==> src/rtl/uart_bridge_pkg.sv <==
// Shared command/response codes, FSM state encodings and a byte-lane helper
// used by the UART-to-register bridge.
package uart_bridge_pkg;

  localparam logic [7:0] CmdWrite = 8'h57;  // 'W'
  localparam logic [7:0] CmdRead  = 8'h52;  // 'R'
  localparam logic [7:0] RespOk   = 8'h4B;  // 'K'
  localparam logic [7:0] RespErr  = 8'h3F;  // '?'

  typedef enum logic [2:0] {
    StIdle,
    StGetAddr,
    StGetData,
    StBusWr,
    StBusRd,
    StRdWait,
    StSendResp,
    StSendData
  } state_e;

  typedef enum logic [2:0] {
    RxArm,
    RxIdle,
    RxStart,
    RxData,
    RxStop
  } rx_state_e;

  function automatic logic [7:0] byte_sel(logic [31:0] word, logic [1:0] idx);
    return word[{idx, 3'b000} +: 8];
  endfunction

endpackage

==> src/rtl/uart_bridge_rx.sv <==
// 8N1 serial receiver: synchronizes the line, validates the start bit at
// mid-bit and emits a byte with either a valid or a framing-error pulse.
module uart_bridge_rx
  import uart_bridge_pkg::*;
#(
  parameter int unsigned BaudDiv = 512
) (
  input  logic       clk_i,
  input  logic       rst_ni,
  input  logic       rx_i,
  output logic [7:0] byte_o,
  output logic       valid_o,
  output logic       frame_err_o
);

  localparam int unsigned CntW = $clog2(BaudDiv);
  localparam logic [CntW-1:0] CntLast = CntW'(BaudDiv - 1);
  localparam logic [CntW-1:0] CntHalf = CntW'(BaudDiv / 2 - 1);

  logic            meta_q, sync_q, prev_q;
  rx_state_e       state_q, state_d;
  logic [CntW-1:0] cnt_q, cnt_d;
  logic [2:0]      bit_q, bit_d;
  logic [7:0]      shift_q, shift_d;
  logic            valid_q, valid_d;
  logic            ferr_q, ferr_d;
  logic            cnt_tick;

  assign cnt_tick    = (cnt_q == CntLast);
  assign byte_o      = shift_q;
  assign valid_o     = valid_q;
  assign frame_err_o = ferr_q;

  always_ff @(posedge clk_i) begin
    if (!rst_ni) begin
      meta_q  <= 1'b1;
      sync_q  <= 1'b1;
      prev_q  <= 1'b1;
      state_q <= RxArm;
      cnt_q   <= '0;
      bit_q   <= '0;
      shift_q <= '0;
      valid_q <= 1'b0;
      ferr_q  <= 1'b0;
    end else begin
      meta_q  <= rx_i;
      sync_q  <= meta_q;
      prev_q  <= sync_q;
      state_q <= state_d;
      cnt_q   <= cnt_d;
      bit_q   <= bit_d;
      shift_q <= shift_d;
      valid_q <= valid_d;
      ferr_q  <= ferr_d;
    end
  end

  always_comb begin
    state_d = state_q;
    cnt_d   = cnt_q;
    bit_d   = bit_q;
    shift_d = shift_q;
    valid_d = 1'b0;
    ferr_d  = 1'b0;
    unique case (state_q)
      // A full bit-time of idle-high is required after reset, so a frame already
      // in flight at reset release is never taken as a fresh start bit.
      RxArm: begin
        if (!sync_q) begin
          cnt_d = '0;
        end else if (cnt_tick) begin
          cnt_d   = '0;
          state_d = RxIdle;
        end else begin
          cnt_d = cnt_q + 1'b1;
        end
      end
      RxIdle: begin
        if (prev_q && !sync_q) begin
          cnt_d   = '0;
          state_d = RxStart;
        end
      end
      RxStart: begin
        if (cnt_q == CntHalf) begin
          cnt_d = '0;
          bit_d = '0;
          state_d = sync_q ? RxIdle : RxData;
        end else begin
          cnt_d = cnt_q + 1'b1;
        end
      end
      RxData: begin
        if (cnt_tick) begin
          cnt_d   = '0;
          shift_d = {sync_q, shift_q[7:1]};
          bit_d   = bit_q + 3'd1;
          if (bit_q == 3'd7) state_d = RxStop;
        end else begin
          cnt_d = cnt_q + 1'b1;
        end
      end
      RxStop: begin
        if (cnt_tick) begin
          cnt_d   = '0;
          state_d = RxIdle;
          valid_d = sync_q;
          ferr_d  = !sync_q;
        end else begin
          cnt_d = cnt_q + 1'b1;
        end
      end
      default: state_d = RxArm;
    endcase
  end

endmodule

==> src/rtl/uart_bridge.sv <==
// UART command bridge: decodes 'W'/'R' commands from the serial receiver into
// single-cycle register-bus accesses and serializes the response bytes.
module uart_bridge
  import uart_bridge_pkg::*;
#(
  parameter int unsigned BAUD_DIV     = 512,
  parameter int unsigned TIMEOUT_BITS = 32
) (
  input  logic        clk,
  input  logic        rstn,
  input  logic        uart_rx,
  output logic        uart_tx,
  output logic [4:0]  addr,
  output logic        re,
  output logic        we,
  output logic [31:0] wd,
  input  logic [31:0] rd,
  output logic        busy
);

  localparam int unsigned CntW          = $clog2(BAUD_DIV);
  localparam logic [CntW-1:0] CntLast   = CntW'(BAUD_DIV - 1);
  localparam int unsigned TimeoutCycles = TIMEOUT_BITS * BAUD_DIV;
  localparam int unsigned ToW           = $clog2(TimeoutCycles);
  localparam logic [ToW-1:0] ToLast     = ToW'(TimeoutCycles - 1);

  logic [7:0] rx_byte;
  logic       rx_valid, rx_ferr;

  uart_bridge_rx #(
    .BaudDiv(BAUD_DIV)
  ) u_rx (
    .clk_i      (clk),
    .rst_ni     (rstn),
    .rx_i       (uart_rx),
    .byte_o     (rx_byte),
    .valid_o    (rx_valid),
    .frame_err_o(rx_ferr)
  );

  state_e          state_q, state_d;
  logic            is_wr_q, is_wr_d;
  logic [4:0]      cmd_addr_q, cmd_addr_d;
  logic [31:0]     wbuf_q, wbuf_d;
  logic [1:0]      idx_q, idx_d;
  logic [1:0]      next_idx;
  logic [31:0]     rdata_q, rdata_d;
  logic [4:0]      addr_q, addr_d;
  logic [31:0]     wd_q, wd_d;
  logic [ToW-1:0]  to_cnt_q, to_cnt_d;

  logic            tx_active_q, tx_active_d;
  logic [9:0]      tx_shift_q, tx_shift_d;
  logic [3:0]      tx_bit_q, tx_bit_d;
  logic [CntW-1:0] tx_cnt_q, tx_cnt_d;
  logic            tx_load, tx_done;
  logic [7:0]      tx_byte;

  assign next_idx = idx_q + 2'd1;
  assign tx_done  = tx_active_q && (tx_cnt_q == CntLast) && (tx_bit_q == 4'd9);
  assign uart_tx  = tx_active_q ? tx_shift_q[0] : 1'b1;
  assign addr     = addr_q;
  assign wd       = wd_q;
  assign we       = (state_q == StBusWr);
  assign re       = (state_q == StBusRd);
  assign busy     = (state_q != StIdle);

  always_ff @(posedge clk) begin
    if (!rstn) begin
      state_q     <= StIdle;
      is_wr_q     <= 1'b0;
      cmd_addr_q  <= '0;
      wbuf_q      <= '0;
      idx_q       <= '0;
      rdata_q     <= '0;
      addr_q      <= '0;
      wd_q        <= '0;
      to_cnt_q    <= '0;
      tx_active_q <= 1'b0;
      tx_shift_q  <= '1;
      tx_bit_q    <= '0;
      tx_cnt_q    <= '0;
    end else begin
      state_q     <= state_d;
      is_wr_q     <= is_wr_d;
      cmd_addr_q  <= cmd_addr_d;
      wbuf_q      <= wbuf_d;
      idx_q       <= idx_d;
      rdata_q     <= rdata_d;
      addr_q      <= addr_d;
      wd_q        <= wd_d;
      to_cnt_q    <= to_cnt_d;
      tx_active_q <= tx_active_d;
      tx_shift_q  <= tx_shift_d;
      tx_bit_q    <= tx_bit_d;
      tx_cnt_q    <= tx_cnt_d;
    end
  end

  // Command FSM. addr/wd only change on entry to a bus state, so aborted
  // commands leave the bus outputs untouched.
  always_comb begin
    state_d    = state_q;
    is_wr_d    = is_wr_q;
    cmd_addr_d = cmd_addr_q;
    wbuf_d     = wbuf_q;
    idx_d      = idx_q;
    rdata_d    = rdata_q;
    addr_d     = addr_q;
    wd_d       = wd_q;
    to_cnt_d   = to_cnt_q;
    tx_load    = 1'b0;
    tx_byte    = RespErr;
    unique case (state_q)
      StIdle: begin
        if (rx_ferr) begin
          state_d = StSendResp;
          tx_load = 1'b1;
        end else if (rx_valid) begin
          if (rx_byte == CmdWrite || rx_byte == CmdRead) begin
            state_d  = StGetAddr;
            is_wr_d  = (rx_byte == CmdWrite);
            to_cnt_d = '0;
          end else begin
            state_d = StSendResp;
            tx_load = 1'b1;
          end
        end
      end
      StGetAddr: begin
        if (rx_ferr) begin
          state_d = StSendResp;
          tx_load = 1'b1;
        end else if (rx_valid) begin
          cmd_addr_d = rx_byte[4:0];
          to_cnt_d   = '0;
          idx_d      = '0;
          if (is_wr_q) begin
            state_d = StGetData;
          end else begin
            state_d = StBusRd;
            addr_d  = rx_byte[4:0];
          end
        end else if (to_cnt_q == ToLast) begin
          state_d = StIdle;
        end else begin
          to_cnt_d = to_cnt_q + 1'b1;
        end
      end
      StGetData: begin
        if (rx_ferr) begin
          state_d = StSendResp;
          tx_load = 1'b1;
        end else if (rx_valid) begin
          wbuf_d[{idx_q, 3'b000} +: 8] = rx_byte;
          to_cnt_d = '0;
          if (idx_q == 2'd3) begin
            state_d = StBusWr;
            addr_d  = cmd_addr_q;
            wd_d    = {rx_byte, wbuf_q[23:0]};
          end else begin
            idx_d = next_idx;
          end
        end else if (to_cnt_q == ToLast) begin
          state_d = StIdle;
        end else begin
          to_cnt_d = to_cnt_q + 1'b1;
        end
      end
      StBusWr: begin
        state_d = StSendResp;
        tx_load = 1'b1;
        tx_byte = RespOk;
      end
      StBusRd: state_d = StRdWait;
      StRdWait: begin
        rdata_d = rd;
        idx_d   = '0;
        state_d = StSendData;
        tx_load = 1'b1;
        tx_byte = rd[7:0];
      end
      StSendData: begin
        if (tx_done) begin
          if (idx_q == 2'd3) begin
            state_d = StIdle;
          end else begin
            idx_d   = next_idx;
            tx_load = 1'b1;
            tx_byte = byte_sel(rdata_q, next_idx);
          end
        end
      end
      StSendResp: begin
        if (tx_done) state_d = StIdle;
      end
      default: state_d = StIdle;
    endcase
  end

  // Loading on the stop bit's final cycle keeps consecutive bytes gap-free.
  always_comb begin
    tx_active_d = tx_active_q;
    tx_shift_d  = tx_shift_q;
    tx_bit_d    = tx_bit_q;
    tx_cnt_d    = tx_cnt_q;
    if (tx_load) begin
      tx_active_d = 1'b1;
      tx_shift_d  = {1'b1, tx_byte, 1'b0};
      tx_bit_d    = '0;
      tx_cnt_d    = '0;
    end else if (tx_active_q) begin
      if (tx_cnt_q == CntLast) begin
        tx_cnt_d   = '0;
        tx_shift_d = {1'b1, tx_shift_q[9:1]};
        if (tx_bit_q == 4'd9) begin
          tx_active_d = 1'b0;
        end else begin
          tx_bit_d = tx_bit_q + 4'd1;
        end
      end else begin
        tx_cnt_d = tx_cnt_q + 1'b1;
      end
    end
  end

endmodule

==> config.mk <==
export PLATFORM = sky130hd
export DESIGN_NAME = uart_bridge
export DESIGN_NICKNAME = d
export VERILOG_FILES = /design/src/rtl/uart_bridge_pkg.sv /design/src/rtl/uart_bridge_rx.sv /design/src/rtl/uart_bridge.sv
export SDC_FILE = /design/constraint.sdc
export NUM_CORES = 1
export LEC_CHECK = 0
export BUFFER_PORTS_ARGS = -buffer_cell sky130_fd_sc_hd__buf_4
export CAP_MARGIN = 20
export CORE_MARGIN = 3
export CORE_UTILIZATION = 65
export CTS_BUF_LIST = sky130_fd_sc_hd__clkbuf_8
export DETAILED_ROUTE_END_ITERATION = 12
export GPL_ROUTABILITY_DRIVEN = 0
export PLACE_DENSITY = 0.86
export REMOVE_ABC_BUFFERS = 1
export SYNTH_ARGS = -nofsm -noshare
export SYNTH_HDL_FRONTEND = slang
export SYNTH_SLANG_ARGS = --single-unit
==> constraint.sdc <==
create_clock -name clk -period 5 [get_ports clk]
set_input_delay 0.25 -clock clk [delete_from_list [all_inputs] [get_ports clk]]
set_output_delay 0.25 -clock clk [all_outputs]
set_load 0.005 [all_outputs]
==> results.py, run 1 <==
metrics = {
    "grt": {
        "grt_max_degree": 120,
        "antenna_found_initial": 0,
        "overflow": 0,
        "grt_pass1_vias": 6408,
        "grt_usage": 0.277,
        "grt_pass1_wl_mm": 29.4,
    },
    "timing": {
        "finalCritPeriodShare": 0.612,
        "tightest_slew_ns": 1.07,
        "rsz0062_at_grt": "false",
        "finalHoldViolCount": 0,
        "setup_violations": 0,
        "drv_slew": 0,
        "setup_tns_ns": 0,
        "clock_skew_ns": 0.00958,
        "fmax_ghz": 0.327,
        "maxSlewHeadroom": 0.287,
        "fin_crit_ns": 3.06,
    },
    "route": {
        "postRouteWirelength_mm": 17.4,
        "wl_per_cell_um": 15.7,
        "first_pass_iters": 5,
        "drc": 0,
        "vias": 6658,
        "drtAntennaViolNets": 0,
        "via_per_inst": 6.00,
        "first_iter_violations": 433,
    },
    "pwr": {
        "p_leak_nw": 3.09,
        "p_clk_frac": 0.399,
        "switchingPower_mw": 0.522,
        "peakVddDrop_uv": 256,
        "p_seq_frac": 0.572,
        "power_density_nw_per_um2": 274,
        "p_int_mw": 1.84,
        "switching_share": 0.221,
        "p_comb_frac": 0.029,
        "p_total_mw": 2.36,
    },
    "cts": {
        "clockBufferDepth": 2,
        "cts_max_level": 4,
        "clock_sinks": 169,
        "clockRootBuffer": "clkbuf_8",
        "clkLatencyLatePin_ns": 0.48,
        "cts_tree": "built",
        "clkTransAtPathRegs_ns": 0.09,
        "post_cts_buffers": 0,
        "cts_made_buffers": 17,
    },
    "synth": {
        "yosysTopAreaCellShare": 0.446,
        "postSynthCellCount": 906,
        "synth_ff_type": "dfxtp_1",
        "syn_area_per_cell_um2": 8.36,
        "synth_commonest_cells": "nand2_1, dfxtp_1, a21oi_1",
        "yosysMostFrequentCell": "nand2_1",
        "synth_top_area_cell": "dfxtp_1",
        "syn-cell-area_um2": 7580,
        "yosysWarnings": 0,
        "yosys-top-cells-area": "dfxtp_1, nand2_1, a21oi_1, nor2_1, nand3_1",
        "synth_seq_area_share": 0.446,
        "synthDistinctLibCells": 74,
        "synth_seq_cells": 169,
        "synthArstFlopShare": 0,
        "synth_edf_count": 0,
    },
    "critical_path": {
        "arrival_ns": 3.46,
        "r2r-start": "idx_q[0]$_SDFFE_PN0P_",
        "regToRegSetupSlack_ns": 1.94,
        "startpoint_type": "flip-flop",
        "worstSetupPathType": "flip-flop to flip-flop",
        "crit_required_ns": 5.41,
        "r2r_end": "wbuf_q[13]$_SDFFE_PN0P_",
        "critPathMaxFanout": 13,
        "r2r_cells": 5,
        "endpoint_kind": "flip-flop",
    },
    "floorplanning": {
        "initial_core_util": 0.681,
        "die_area_um2": 13000,
        "die_height_um": 114,
        "io_pins": 76,
        "die_w_um": 114,
        "coreArea_um2": 11100,
        "num_rows": 38,
    },
    "hold_path": {
        "hold_path.class": "primary input to flip-flop",
        "worstHoldEndpoint": "rdata_q[15]$_SDFFE_PN0P_",
        "min-delay-start": "rd[15]",
        "hold_depth": 3,
    },
    "layout": {
        "insertedDiodeCount": 0,
        "fillers": 755,
        "syn_to_final_growth_pct": 13.7,
        "finalNetCount": 1009,
        "drive_gt1_frac": 0.138,
    },
    "outcome": {
        "status": "finished, final reports clean",
    },
    "run": {
        "cap_violations": 0,
    },
    "place": {
        "dp_hpwl_mm": 11.2,
        "io_buffers": 75,
    },
}
-- cell type report --
cell class	instances	area, um2	share of cell area
clock buffer	19	262	0.0304
clock inverter	12	113	0.0131
inverter	14	53.8	0.00625
multi-input combinational	661	3830	0.445
sequential	169	3380	0.393
tap	140	175	0.0203
timing repair buffer	95	793	0.0921
-- metal layers --
layer | up-vias | global-route usage | part of all wire
met5 | - | 0 | 0
met4 | 0 | 0.112 | 0.021
met3 | 33 | 0.0668 | 0.062
met2 | 245 | 0.463 | 0.49
met1 | 3144 | 0.345 | 0.42
li1 | 3236 | - | -
-- what timing repair did --
action                                 in CTS  in global routing
resized for setup                           0                  0
hold buffers                               16                  0
endpoints found under the hold margin      16                  0
-- critical path, cell delays in order, from the launching register on --
cell	delay [ns]
dfxtp_1	0.68
inv_1	0.23
ha_1	0.75
nor3b_1	0.93
nand3_1	0.17
a21oi_1	0.21
-- how the worst max path moves through the flow --
| stage | startpoint | depth (start not counted) | to | slack (ns) |
|---|---|---|---|---|
| 5_1_grt | idx_q[0]$_SDFFE_PN0P_ | 5 | wbuf_q[13]$_SDFFE_PN0P_ | 1.59 |
| 4_1_cts | idx_q[0]$_SDFFE_PN0P_ | 6 | tx_shift_q[4]$_SDFFE_PN1P_ | 1.97 |
| 2_1_floorplan | rstn | 5 | to_cnt_q[7]$_SDFFE_PN0P_ | 2.23 |
| 6_report | idx_q[0]$_SDFFE_PN0P_ | 5 | wbuf_q[13]$_SDFFE_PN0P_ | 1.94 |
| 3_5_place_dp | state_q[1]$_SDFFE_PN0P_ | 5 | wd[10]$_SDFFE_PN0P_ | 2.02 |
| 3_3_place_gp | state_q[1]$_SDFFE_PN0P_ | 5 | wd[7]$_SDFFE_PN0P_ | 2.14 |
-- sequential cells by signal (all words and copies together) (netlist names) --
register,flops
u_rx.byte_o,8
state_q,3
u_rx.valid_o,1
u_rx.meta_q,1
wbuf_q,24
is_wr_q,1
u_rx.prev_q,1
idx_q,2
to_cnt_q,14
cmd_addr_q,5
tx_active_q,1
rdata_q,32
u_rx.bit_q,3
u_rx.state_q,3
tx_cnt_q,9
tx_bit_q,4
wd,32
u_rx.sync_q,1
tx_shift_q,9
u_rx.frame_err_o,1
u_rx.cnt_q,9
addr,5
-- cells by family (layout without fill, tap and decap cells) --
group / count (synthesis) / in the layout / share of synthesized area
compound gates: 204 / 204 / 0.166
xor+xnor: 20 / 20 / 0.0231
fa+ha+maj: 16 / 16 / 0.0264
buf+inv: 76 / 140 / 0.0475
flops: 169 / 169 / 0.446
mux: 22 / 22 / 0.0424
simple gates: 399 / 399 / 0.248
-- power by group through the flow --
stage	clock network, mW	logic, mW	registers [mW]
2_1_floorplan	0	0.0227	1.38
3_3_place_gp	0	0.0529	1.38
3_5_place_dp	0	0.0550	1.38
4_1_cts	0.945	0.0652	1.35
5_1_grt	0.995	0.0742	1.35
6_report	0.941	0.0691	1.35
-- per-stage QoR --
stage | setup WS [ns] | util | hold WS (ns) | instances | instance area (um2)
detailed placement | 2.02 | 0.721 | 0.391 | 1061 | 8030
global placement | 2.14 | 0.721 | 0.390 | 1061 | 8030
CTS | 1.97 | 0.769 | 0.000910 | 1108 | 8560
global route | 1.59 | 0.774 | 0.0110 | 1110 | 8610
finish | 1.94 | 0.774 | 0.0220 | 1110 | 8610
floorplan | 2.23 | - | 0.319 | 844 | 7270
-- layout by cell type, fill, tap and decap left out, types with 4 or more instances in the layout --
cell type and count:
nand3_1 44, and4_1 5, nand2b_1 10, o21ai_0 21, nand4_1 11, buf_4 77
nor2_1 59, a21oi_1 119, o31ai_1 4, dlygate4sd3_1 16, mux4_2 8, and2_1 13
nor3_1 5, xor2_1 7, inv_1 18, dfxtp_1 169, mux2i_1 13, or3_1 10
a211oi_1 11, nor2b_1 5, xnor2_1 13, ha_1 16, nand2_1 207, nand3b_1 5
clkbuf_8 19, nor3b_1 5
No activity file was read; power rests on OpenSTA's default activity.
==> run 2, diff against run 1 <==
- CORE_UTILIZATION: 65 -> 61
- PLACE_DENSITY: 0.86 -> 0.81
- clock period: 5 -> 3.1 ns (I/O delays scaled with it)
==> results.py, run 2 (same netlist as run 1, synthesis figures left out) <==
metrics = {
    "route": {
        "postRouteWirelength_mm": 16.6,
        "vias": 6514,
        "first_pass_iters": 5,
        "drc": 0,
        "wl_per_cell_um": 14.3,
        "drtAntennaViolNets": 0,
        "via_per_inst": 5.59,
        "first_iter_violations": 583,
    },
    "critical_path": {
        "worstSetupPathType": "flip-flop to flip-flop",
        "regToRegSetupSlack_ns": 0.70,
        "endpoint_kind": "flip-flop",
        "r2r-start": "tx_cnt_q[0]$_SDFFE_PP0P_",
        "r2r_cells": 9,
        "startpoint_type": "flip-flop",
        "crit_required_ns": 3.45,
        "critPathMaxStageDelay_ns": 0.38,
        "critPathMaxFanout": 9,
        "arrival_ns": 2.75,
        "critical-path-top-delay-family": "simple AND/OR/NAND/NOR gates",
        "path_buf_inv": 0,
        "slowest_stage": "dfxtp_1",
        "r2r_end": "tx_shift_q[2]$_SDFFE_PN1P_",
        "crit_chain": "ha_1 > nand3_1 > nor2_1 > ha_1 > nand2_1 > nor2_1 > nand3b_1 > o22a_1 > a221o_1",
    },
    "hold_path": {
        "hold_depth": 3,
        "worstHoldEndpoint": "rdata_q[5]$_SDFFE_PN0P_",
        "hold_path.class": "primary input to flip-flop",
        "min-delay-start": "rd[5]",
    },
    "floorplanning": {
        "die_w_um": 117,
        "io_pins": 76,
        "die_height_um": 117,
        "coreArea_um2": 12100,
        "die_area_um2": 13800,
        "num_rows": 40,
        "initial_core_util": 0.628,
    },
    "pwr": {
        "switching_share": 0.221,
        "p_int_mw": 3.06,
        "power_density_nw_per_um2": 441,
        "p_leak_nw": 3.20,
        "p_seq_frac": 0.554,
        "peakVddDrop_uv": 376,
        "p_total_mw": 3.93,
        "p_clk_frac": 0.414,
        "switchingPower_mw": 0.869,
        "p_comb_frac": 0.032,
    },
    "grt": {
        "grt_pass1_wl_mm": 28.5,
        "grt_pass1_vias": 6100,
        "grt_max_degree": 120,
        "antenna_found_initial": 0,
        "grt_usage": 0.245,
        "overflow": 0,
    },
    "place": {
        "dp_hpwl_mm": 10.6,
        "io_buffers": 75,
    },
    "layout": {
        "insertedDiodeCount": 0,
        "seqCellArea_um2": 3380,
        "fillers": 912,
        "layout_common_cells": "nand2_1, dfxtp_1, a21oi_1, buf_4, nor2_1",
        "drive_gt1_frac": 0.150,
        "layout_commonest_cell": "nand2_1",
        "finalNetCount": 1035,
        "syn_to_final_growth_pct": 17.5,
        "multi_input_area_um2": 3830,
    },
    "cts": {
        "clockBufferDepth": 2,
        "cts_max_level": 4,
        "cts_made_buffers": 17,
        "clockRootBuffer": "clkbuf_8",
        "cts_tree": "built",
        "clkLatencyLatePin_ns": 0.46,
        "holdBufCountCts": 32,
        "clock_sinks": 169,
        "cts_resized": 0,
        "post_cts_buffers": 0,
        "clkTransAtPathRegs_ns": 0.09,
    },
    "timing": {
        "fin_crit_ns": 2.40,
        "finalHoldViolCount": 0,
        "fmax_ghz": 0.417,
        "setup_tns_ns": 0,
        "drv_slew": 0,
        "setup_violations": 0,
        "rsz0062_at_grt": "false",
        "clock_skew_ns": 0.00680,
        "finalCritPeriodShare": 0.773,
        "tightest_slew_ns": 0.831,
        "maxSlewHeadroom": 0.445,
    },
    "run": {
        "cap_violations": 0,
    },
    "outcome": {
        "status": "finished, final reports clean",
    },
}
## run 2: per-layer routing
metal / track usage / share of wire
met5: 0 / 0
met4: 0.0711 / 0.011
met3: 0.0557 / 0.050
met2: 0.401 / 0.48
met1: 0.329 / 0.46
## run 2: layout make-up
cell class	count	area share
multi-input cells	661	0.431
inverters	14	0.00604
flip-flops and latches	169	0.380
clock inverters	14	0.0193
repair buffers	121	0.112
well taps	168	0.0236
clock buffers	18	0.0278
## run 2: how the worst max path moves through the flow
stage                                startpoint                    endpoint  cells after the start
global route            state_q[0]$_SDFFE_PN0P_    to_cnt_q[3]$_SDFFE_PN0P_                      5
CTS                       idx_q[1]$_SDFFE_PN0P_  tx_shift_q[7]$_SDFFE_PN1P_                      6
floorplan                                  rstn    to_cnt_q[7]$_SDFFE_PN0P_                      5
finish                 tx_cnt_q[0]$_SDFFE_PP0P_  tx_shift_q[2]$_SDFFE_PN1P_                      9
global placement    u_rx.byte_o[4]$_SDFFE_PN0P_  tx_shift_q[8]$_SDFFE_PN1P_                      6
detailed placement        idx_q[1]$_SDFFE_PN0P_  tx_shift_q[7]$_SDFFE_PN1P_                      6
## run 2: power groups by stage
| stage | Sequential [mW] | Clock, mW | Combinational, mW |
|---|---|---|---|
| after global placement | 2.23 | 0 | 0.0916 |
| after detailed placement | 2.23 | 0 | 0.0916 |
| after global routing | 2.18 | 1.74 | 0.137 |
| final | 2.18 | 1.63 | 0.126 |
| after CTS | 2.18 | 1.65 | 0.124 |
| after floorplan | 2.23 | 0 | 0.0365 |
## run 2: per-stage QoR
step                setup slack (ns)  hold WS, ns  instances  cell area [um2]   util
finish                         0.703       0.0175       1165             8900  0.738
CTS                            0.653      0.00968       1165             8900  0.738
detailed placement             0.683        0.343       1101             8160  0.677
global placement               0.747        0.339       1101             8160  0.677
global route                   0.453      0.00439       1165             8900  0.738
floorplan                      0.430        0.224        844             7270      -
## run 2: worst reg2reg max path: cells and delay by family, from the launching register on
kind,cells,cell delay [ns]
AND/OR/NAND/NOR,5,0.89
adder cells (fa/ha/maj),2,0.43
flip-flops,1,0.38
AO/OA/AOI/OAI,2,0.59
